### src/rtl/bcd_pkg.sv
// Shared constants, FSM state type and digit helper for the digit-serial BCD subtractor.
// Optional build macro: BCD_SUB_ADD_EN (adds an add/subtract select latched at start).
package bcd_pkg;

    localparam int DIGIT_W  = 4;
    localparam int BCD_MAX  = 9;
    localparam int BCD_BASE = 10;

    typedef enum logic [1:0] {
        IDLE = 2'd0,
        RUN  = 2'd1,
        DONE = 2'd2
    } state_e;

    function automatic logic is_bcd(input logic [DIGIT_W-1:0] digit);
        return (digit <= DIGIT_W'(BCD_MAX));
    endfunction

endpackage

### src/rtl/bcd_sub_serial_if.sv
// Request/result bundle between a control FSM and the digit-serial BCD subtractor.
// Optional build macro: BCD_SUB_ADD_EN (adds the op select signal).
interface bcd_sub_serial_if #(
    parameter int NDIG = 3
);
    // Handshake: start is sampled only while the block is idle (busy=0, done=0);
    // a start seen while busy or during the done cycle is dropped, never queued.
    // busy is high from the cycle after acceptance until done, and done is a
    // single-cycle pulse during which d, bout and err are valid (they then hold).
    logic                start;
    logic [4*NDIG-1:0]   a;
    logic [4*NDIG-1:0]   b;
    logic                bin;
`ifdef BCD_SUB_ADD_EN
    logic                op;
`endif
    logic [4*NDIG-1:0]   d;
    logic                bout;
    logic                busy;
    logic                done;
    logic                err;

    modport master (
        output start, a, b, bin,
`ifdef BCD_SUB_ADD_EN
        output op,
`endif
        input  d, bout, busy, done, err
    );

    modport slave (
        input  start, a, b, bin,
`ifdef BCD_SUB_ADD_EN
        input  op,
`endif
        output d, bout, busy, done, err
    );

endinterface

### src/rtl/bcd_digit_sub.sv
// Combinational single BCD digit cell: z = x - y - bi with borrow-out (or x + y + bi with
// carry-out when BCD_SUB_ADD_EN is defined and op=1); inv flags a non-BCD input digit.
module bcd_digit_sub
    import bcd_pkg::*;
(
    input  logic [DIGIT_W-1:0] x,
    input  logic [DIGIT_W-1:0] y,
    input  logic               bi,
`ifdef BCD_SUB_ADD_EN
    input  logic               op,
`endif
    output logic [DIGIT_W-1:0] z,
    output logic               bo,
    output logic               inv
);

    logic [DIGIT_W:0] diff;
    logic [DIGIT_W:0] sum;

    // 5-bit two's complement: inputs up to 15 keep the difference within -16..15.
    assign diff = {1'b0, x} - {1'b0, y} - {{DIGIT_W{1'b0}}, bi};
    assign sum  = {1'b0, x} + {1'b0, y} + {{DIGIT_W{1'b0}}, bi};
    assign inv  = !is_bcd(x) || !is_bcd(y);

    always_comb begin
        z  = diff[DIGIT_W-1:0];
        bo = 1'b0;
`ifdef BCD_SUB_ADD_EN
        if (op) begin
            z = sum[DIGIT_W-1:0];
            if (sum > (DIGIT_W+1)'(BCD_MAX)) begin
                z  = DIGIT_W'(sum - (DIGIT_W+1)'(BCD_BASE));
                bo = 1'b1;
            end
        end else
`endif
        if (diff[DIGIT_W]) begin
            z  = diff[DIGIT_W-1:0] + DIGIT_W'(BCD_BASE);
            bo = 1'b1;
        end
    end

endmodule

### src/rtl/bcd_sub_serial.sv
// Digit-serial BCD subtractor: one digit per clock, LSD first, sticky invalid-digit error.
// Optional build macro: BCD_SUB_ADD_EN (op=1 selects BCD addition, bout becomes carry-out).
module bcd_sub_serial
    import bcd_pkg::*;
#(
    parameter int NDIG = 3
) (
    input  logic             clk,
    input  logic             rst_n,
    bcd_sub_serial_if.slave  bus,
    output state_e           state_dbg_o
);

    localparam int W     = DIGIT_W * NDIG;
    localparam int IDX_W = (NDIG > 1) ? $clog2(NDIG) : 1;
    localparam logic [IDX_W-1:0] LAST_IDX = IDX_W'(NDIG - 1);

    state_e           state_q, state_d;
    logic [IDX_W-1:0] idx_q, idx_d;
    logic [W-1:0]     a_q, a_d;
    logic [W-1:0]     b_q, b_d;
    logic [W-1:0]     d_q, d_d;
    logic             borrow_q, borrow_d;
    logic             bout_q, bout_d;
    logic             err_q, err_d;
`ifdef BCD_SUB_ADD_EN
    logic             op_q, op_d;
`endif

    logic [DIGIT_W-1:0] cell_x, cell_y, cell_z;
    logic               cell_bo, cell_inv;

    assign cell_x = a_q[idx_q*DIGIT_W +: DIGIT_W];
    assign cell_y = b_q[idx_q*DIGIT_W +: DIGIT_W];

    bcd_digit_sub u_cell (
        .x   (cell_x),
        .y   (cell_y),
        .bi  (borrow_q),
`ifdef BCD_SUB_ADD_EN
        .op  (op_q),
`endif
        .z   (cell_z),
        .bo  (cell_bo),
        .inv (cell_inv)
    );

    always_ff @(posedge clk or negedge rst_n) begin
        if (!rst_n) begin
            state_q  <= IDLE;
            idx_q    <= '0;
            a_q      <= '0;
            b_q      <= '0;
            d_q      <= '0;
            borrow_q <= 1'b0;
            bout_q   <= 1'b0;
            err_q    <= 1'b0;
`ifdef BCD_SUB_ADD_EN
            op_q     <= 1'b0;
`endif
        end else begin
            state_q  <= state_d;
            idx_q    <= idx_d;
            a_q      <= a_d;
            b_q      <= b_d;
            d_q      <= d_d;
            borrow_q <= borrow_d;
            bout_q   <= bout_d;
            err_q    <= err_d;
`ifdef BCD_SUB_ADD_EN
            op_q     <= op_d;
`endif
        end
    end

    always_comb begin
        state_d  = state_q;
        idx_d    = idx_q;
        a_d      = a_q;
        b_d      = b_q;
        d_d      = d_q;
        borrow_d = borrow_q;
        bout_d   = bout_q;
        err_d    = err_q;
`ifdef BCD_SUB_ADD_EN
        op_d     = op_q;
`endif
        unique case (state_q)
            IDLE: begin
                if (bus.start) begin
                    a_d      = bus.a;
                    b_d      = bus.b;
                    borrow_d = bus.bin;
                    idx_d    = '0;
                    err_d    = 1'b0;
                    bout_d   = 1'b0;
`ifdef BCD_SUB_ADD_EN
                    op_d     = bus.op;
`endif
                    state_d  = RUN;
                end
            end
            RUN: begin
                d_d[idx_q*DIGIT_W +: DIGIT_W] = cell_z;
                borrow_d = cell_bo;
                err_d    = err_q | cell_inv;
                idx_d    = idx_q + IDX_W'(1);
                // Final digit: publish borrow, and blank the result if any digit was invalid.
                if (idx_q == LAST_IDX) begin
                    idx_d   = '0;
                    bout_d  = cell_bo;
                    state_d = DONE;
                    if (err_d) begin
                        d_d    = '0;
                        bout_d = 1'b0;
                    end
                end
            end
            DONE: begin
                state_d = IDLE;
            end
            default: begin
                state_d = IDLE;
            end
        endcase
    end

    assign bus.d       = d_q;
    assign bus.bout    = bout_q;
    assign bus.err     = err_q;
    assign bus.busy    = (state_q == RUN);
    assign bus.done    = (state_q == DONE);
    assign state_dbg_o = state_q;

endmodule

### src/flat_wrapper.sv
// flat-port wrapper written by rule: the top's interface ports become plain ports
module bcd_sub_serial_flat import bcd_pkg::*;
#(
    parameter int NDIG = 3
)
  (clk, rst_n, state_dbg_o, bus_start, bus_a, bus_b, bus_bin, bus_d, bus_bout, bus_busy, bus_done, bus_err);
  bcd_sub_serial_if #(.NDIG(NDIG)) bus_i ();
  input  logic clk;
  input  logic rst_n;
  output state_e state_dbg_o;
  input wire logic [$bits(bus_i.start)-1:0] bus_start;
  input wire logic [$bits(bus_i.a)-1:0] bus_a;
  input wire logic [$bits(bus_i.b)-1:0] bus_b;
  input wire logic [$bits(bus_i.bin)-1:0] bus_bin;
  output wire logic [$bits(bus_i.d)-1:0] bus_d;
  output wire logic [$bits(bus_i.bout)-1:0] bus_bout;
  output wire logic [$bits(bus_i.busy)-1:0] bus_busy;
  output wire logic [$bits(bus_i.done)-1:0] bus_done;
  output wire logic [$bits(bus_i.err)-1:0] bus_err;
  assign bus_i.start = bus_start;
  assign bus_i.a = bus_a;
  assign bus_i.b = bus_b;
  assign bus_i.bin = bus_bin;
  assign bus_d = bus_i.d;
  assign bus_bout = bus_i.bout;
  assign bus_busy = bus_i.busy;
  assign bus_done = bus_i.done;
  assign bus_err = bus_i.err;
  bcd_sub_serial #(.NDIG(NDIG)) u_core (.clk(clk), .rst_n(rst_n), .bus(bus_i), .state_dbg_o(state_dbg_o));
endmodule
### config.mk
export PLATFORM = sky130hd
export DESIGN_NAME = bcd_sub_serial_flat
export DESIGN_NICKNAME = d
export VERILOG_FILES = /design/src/rtl/bcd_pkg.sv /design/src/rtl/bcd_sub_serial_if.sv /design/src/rtl/bcd_digit_sub.sv /design/src/rtl/bcd_sub_serial.sv /design/src/flat_wrapper.sv
export SDC_FILE = /design/constraint.sdc
export NUM_CORES = 1
export LEC_CHECK = 0
export CAP_MARGIN = 20
export CORE_ASPECT_RATIO = 1.75
export CORE_MARGIN = 10
export CORE_UTILIZATION = 25
export DETAILED_ROUTE_END_ITERATION = 10
export DONT_BUFFER_PORTS = 1
export PLACE_DENSITY = 0.46
export SYNTH_ARGS = -nofsm -noshare
export SYNTH_HDL_FRONTEND = slang
export SYNTH_SLANG_ARGS = --single-unit
### constraint.sdc
create_clock -name clk -period 3.6 [get_ports clk]
set_clock_uncertainty 0.2 [all_clocks]
set_input_delay 0.36 -clock clk [delete_from_list [all_inputs] [get_ports clk]]
set_output_delay 0.36 -clock clk [all_outputs]
set_load 0.02 [all_outputs]
Word level (Yosys, flattened, before mapping):

Index checks and enable logic that the tools add are counted.

* $add $sub $neg: 5
* magnitude comparators: 2
* eq/ne operators: 5
* shift operators: 4
* mux-type cells: 18
* bitwise operators: 1
* reductions and logical operators: 9

Operators by type and width (number)
* $neg 4->34: 1
* $shift 4x34->12 const A: 1
* $shiftx 4x34->12: 1
* $mux 12: 2
* $shiftx 12x5->4: 2
* $bwmux 12: 1
* $le 4x4->1 const B: 2
* $mux 2: 4
* $pmux 2 s2: 2
* $pmux 1 s2: 3
* $reduce_and 2->1: 3
* $mux 1: 5
* $sub 4x4->5: 1
* $sub 5x1->5: 1
* $add 4x4->4 const B: 1
* $eq 2x2->1 const B: 2
* $mux 4: 1
* $reduce_and 3->1: 1
* $add 2x1->2 const B: 1
* $eq 2x1->1 const B: 1
* $logic_not 1->1: 2
* $logic_not 2->1: 1
* $ne 2x1->1 const B: 1
* $ne 2x2->1 const B: 1
* 3 further kinds: 3

* register bits after elaboration: 43
* input bits: 28
* output and inout port bits: 18
* logic and storage cells: 52

Logic depth before layout (Yosys ltp):

Gate-level depths: netlist of the first run.

* depth in word-level cells: 9
* depth in mapped cells: 14
* depth with buffers taken out: 13

By module:

Synthesis of the first run repeated with hierarchy kept, for this count alone.

* cells, all modules: 210
* area total of the unflattened synthesis: 2349.8 um^2

Modules (own cells, without submodules)
* bcd_sub_serial: instances 1, cells an instance 175, area each 2062.0 um^2, seq. area each 1076.0 um^2
* bcd_digit_sub: instances 1, cells an instance 35, area each 287.8 um^2, seq. area each 0.0 um^2

Worst setup path before layout of the first run:

No wires, ideal clock.

* path kind: register -> register
* from: reg u_core.idx_q[1]
* to: reg u_core.d_q[11] (netlist: u_core.bus.d[11])
* library setup time: 0.122 ns
* data arrival time: 2.799 ns
* required time: 3.278 ns
* path slack: 0.479 ns
* stages on the path, launching flop included: 14
* path buffers: 1
* clock period less this slack: 3.121 ns
* cell sequence: dfrtp_1 buf_6 mux2i_1 nor2_1 a21oi_1 fa_1 inv_1 fa_1 xnor2_1 ha_1 o31a_1 o211ai_1 xnor2_1 a32o_1

* word-level cells in the longest chain between the ends: 9
* elaborated cells between the ends (all ways): 19
* those cells by class: add/sub: 4; order compare: 2; eq/ne: 1; shift: 4; mux: 4; bitwise: 1; reduce/logical: 3

RTL lines
* start, declared: line bcd_sub_serial.sv:19 `logic [IDX_W-1:0] idx_q, idx_d;`
* start signal, assigned: line bcd_sub_serial.sv:63 `idx_q <= idx_d;`
* $shiftx 12x5->4, on equally long branches: line bcd_sub_serial.sv:33, bcd_sub_serial.sv:34
* $sub 4x4->5: line bcd_digit_sub.sv:21 `assign diff = {1'b0, x} - {1'b0, y} - {{DIGIT_W{1'b0}}, bi};`
* $sub 5x1->5: line bcd_digit_sub.sv:21
* $add 4x4->4: line bcd_digit_sub.sv:38 `z = diff[DIGIT_W-1:0] + DIGIT_W'(BCD_BASE);`
* $mux 4: line bcd_digit_sub.sv:37 `if (diff[DIGIT_W]) begin`
* $shiftx 4x34->12: line bcd_sub_serial.sv:104 `d_d[idx_q*DIGIT_W +: DIGIT_W] = cell_z;`
* $bwmux 12: line bcd_sub_serial.sv:104
* $mux 12: line bcd_sub_serial.sv:113 `if (err_d) begin`
* $mux 12 *: line bcd_sub_serial.sv:109 `if (idx_q == LAST_IDX) begin`
* end signal, assigned: line bcd_sub_serial.sv:54 `d_q <= '0;`
* end signal, assigned: line bcd_sub_serial.sv:66 `d_q <= d_d;`
* end, declared: line bcd_sub_serial.sv:22 `logic [W-1:0] d_q, d_d;`

Mark *: on every way between the ends. The rest lies on a longest branch, timed or not.
A chain may end at the register's enable or synchronous reset.

Worst setup path in the final report of the first run:

* from: reg u_core.idx_q[0]
* to: reg u_core.d_q[7] (netlist: u_core.bus.d[7])

The elaborated chain is that of the path after synthesis.

==> results.md, run 1 <==
| Quantity | Reported |
|:---|:---|
| Outcome | complete, no violations |
| Vias in the first global route | 1691 |
| Total core area | 9090 µm² |
| Most repeated cell in the gate-level netlist after synthesis | dfrtp_1 |
| Actual transition at the worst max-transition pin | 0.755 ns |
| Launch instance of the worst min-delay path | bus_a[3] |
| Endpoint, Worst Hold | u_core.a_q[3] |
| Multi-input gate area in the final layout | 1140 µm² |
| Total CTS buffers | 5 |
| Clock transition at path regs | 0.06 ns |
| Post-DR vias/cell | 4.89 |
| Horizontal die dimension | 92.9 µm |
| Growth of design area from synthesis to finish | 14.5% |
| Data arrival time of the critical path | 3.33 ns |
| Average instance area after synthesis | 12.0 µm² |
| Post-synthesis cell type with the largest combined area | dfrtp_1 |
| Fraction of layout cells with a size suffix above 1 | 25.0% |
| Number of rows created at floorplan | 46 |
| Number of failing hold endpoints at the final stage | 0 |
| Max FO, Critical Path | 7 |
| H-Tree Level Count | 2 |
| Hold Path Depth | 1 |
| Max Slew Vio Count | 0 |
| Syn Std Cell Area | 2320 µm² |
| Layout Nets | 239 |
| Count of filler cells inserted in the layout | 982 |
| Worst hold-check path type | in -> reg |
| Drt pass-1 iters | 4 |
| Count of boundary I/O pins | 46 |
| Internal reg-to-reg setup slack | 0.24 ns |
| Count of port buffers added during placement | 0 |
| Drt drc | 0 |
| Remaining global-route overflow | 0 |
| Most frequent cells after synthesis | dfrtp_1 (43), mux2_2 (24), inv_1 (13) |
| R2R Path Start | u_core.idx_q[0] |
| Number of maximum-capacitance violations | 0 |
| Number of enable-type register cells in the synthesized netlist | 0 |
| Total Die Area | 13700 µm² |
| RSZ-0062 raised after global routing | false |
| Sum of negative setup slack | 0 ns |
| Wire length of the first global-routing pass | 9400 µm |
| End of the worst register-to-register path | u_core.bus.d[7] |
| DR iter-0 viols | 39 |
| Count of unique library cells instantiated by Yosys | 44 |
| Global-route total usage across every layer | 9.01% |
| Total nets after synthesis | 234 |
| Share of async-settable or async-resettable flops after synthesis | 100% |
| Fmax | 298 MHz |
| Post-layout minimum cycle time | 3.36 ns |
| Antenna Cells | 0 |
| Y dimension of the die | 147 µm |
| DRT Wirelength | 5840 µm |
| Part of the Yosys area used for sequential elements | 46.3% |
| FF/Latch Area | 1080 µm² |
| Category of the critical setup timing path | reg -> reg |
| Cells after synthesis | 194 |
| Initial Util | 25.5% |
| Prevailing post-synth register cell | dfrtp_1 |
| Number of nets still failing antenna checks after routing | 0 |
| Via count of the routed design | 1565 |
| Biggest area contributors in the synthesized netlist | dfrtp_1 (46%), mux2_2 (12%), ha_1 (5.4%), a32o_1 (5.2%), mux2i_1 (3.9%) |
| Number of sinks on the clock net | 43 |
| Cells on worst reg2reg path | 12 |
| Top cell type's share of synthesized area | 46.3% |
| Clock latency on the worst-skew pair | 0.29 ns |
| Flops & latches, synth | 43 |
| Buffers from clock root to sink, at most | 2 |
| Worst max-slew margin expressed relative to the limit | 49.2% |
| Pin count of the biggest net entering global routing | 44 |
| Routed len/inst | 18.3 µm |
| Type of destination of the critical path | register |
| Routability cong. | 0.749 |
| Final period utilization | 93.3% |
| Synth warnings | 0 |
| CTS tree | yes |
| Data required, critical path | 3.58 ns |
| Critical Path Start Type | register |
| Clock root cell | clkbuf_16 |
| Setup violations, final | 0 |
| Placed wire-length estimate after detailed placement | 4690 µm |
| Number of antenna violations at the first check in global routing | 0 |
==> registers in the layout (all words and copies together), names as in the netlist <==
register and count:
u_core.bus.err 1, u_core.bus.bout 1, u_core.state_dbg_o 2, u_core.bus.d 12, u_core.b_q 12, u_core.a_q 12
u_core.borrow_q 1, u_core.idx_q 2
==> stage by stage <==
step                hold slack (ns)  setup slack (ns)  instance area, µm²  util (%)  cells
global route                0.00552            0.0181                2660      29.2    320
detailed placement           -0.134             0.222                2450      27.0    310
finish                       0.0183             0.242                2660      29.2    320
CTS                          0.0117             0.213                2650      29.2    320
global placement             -0.134             0.309                2450      27.0    310
floorplan                    -0.136             0.479                2320         -    194
==> worst max-delay path by stage <==
stage                               start                to
after global placement    u_core.idx_q[1]   u_core.bus.d[7]
final                     u_core.idx_q[0]   u_core.bus.d[7]
after floorplan           u_core.idx_q[1]  u_core.bus.d[11]
after CTS                 u_core.idx_q[1]   u_core.bus.d[7]
after global routing      u_core.idx_q[0]   u_core.bus.d[7]
after detailed placement  u_core.idx_q[1]   u_core.bus.d[7]
==> cell type report <==
class	instances	area share, %
Clock buffer	5	4.71
Clock inverter	3	1.65
Tap cell	120	5.65
Multi-Input combinational cell	127	42.7
Sequential cell	43	40.5
Timing Repair Buffer	7	2.54
Inverter	15	2.21
==> placed cells by master (no fill, tap or decap), types with 2 or more instances in the layout <==
cell type  instances
dfrtp_1           42
mux2_2            24
inv_1             13
a32o_1            12
ha_1              10
mux2i_1            9
nand2_1            8
nor2_1             6
a21oi_1            5
clkbuf_16          5
buf_4              5
xnor2_1            4
o211ai_1           4
nor3_1             4
o2bb2ai_2          3
o21ai_0            3
o31ai_1            3
and3_1             3
a21o_2             2
nand3b_1           2
nand2b_1           2
a21o_1             2
fa_1               2
==> kinds of logic after synthesis <==
group / count (synthesis) / synth area share (%)
AO/OA/AOI/OAI: 45 / 16.8
XOR/XNOR: 4 / 1.51
adder cells (fa/ha/maj): 12 / 7.11
buffers and inverters: 24 / 5.12
flip-flops: 43 / 46.3
multiplexers: 33 / 15.5
AND/OR/NAND/NOR: 33 / 7.65
==> what timing repair did <==
item | in CTS | in global routing
endpoints found under the hold margin | 43 | 0
hold buffers | 2 | 0
gates resized for setup | 0 | 2
setup endpoints to repair | 0 | 4
setup buffers | 0 | 0
==> critical path, cell delays in order, from the launching register on <==
cell      delay [ns]
dfrtp_1         0.50
and2b_1         0.28
nand2_1         0.07
o21ai_0         0.10
fa_1            0.25
inv_1           0.07
fa_1            0.45
xnor2_1         0.15
ha_1            0.23
o31a_1          0.29
o211ai_1        0.19
xnor2_1         0.18
a32o_1          0.29
==> routing by layer <==
metal	GRT usage (%)	wire length, µm	up-vias
met4	5.19	197	0
met5	0	0	-
met3	3.19	390	11
met1	8.60	2080	780
met2	16.1	3180	48
li1	-	-	726
Power of run 1 is not shown: default switching activity piles up to over one toggle a cycle in this logic, so the estimate is an artifact.
==> inputs of run 2 (changes only) <==
--- a/config.mk
+++ b/config.mk
@@ -9,6 +9,7 @@
 export CORE_ASPECT_RATIO = 1.75
 export CORE_MARGIN = 10
 export CORE_UTILIZATION = 25
+export CTS_CLUSTER_SIZE = 20
 export DETAILED_ROUTE_END_ITERATION = 10
 export DONT_BUFFER_PORTS = 1
 export PLACE_DENSITY = 0.46
==> results of run 2 <==
No change in the layout: final DEF, timing and power equal those of run 1.
Power of run 2 is left out for the same reason.
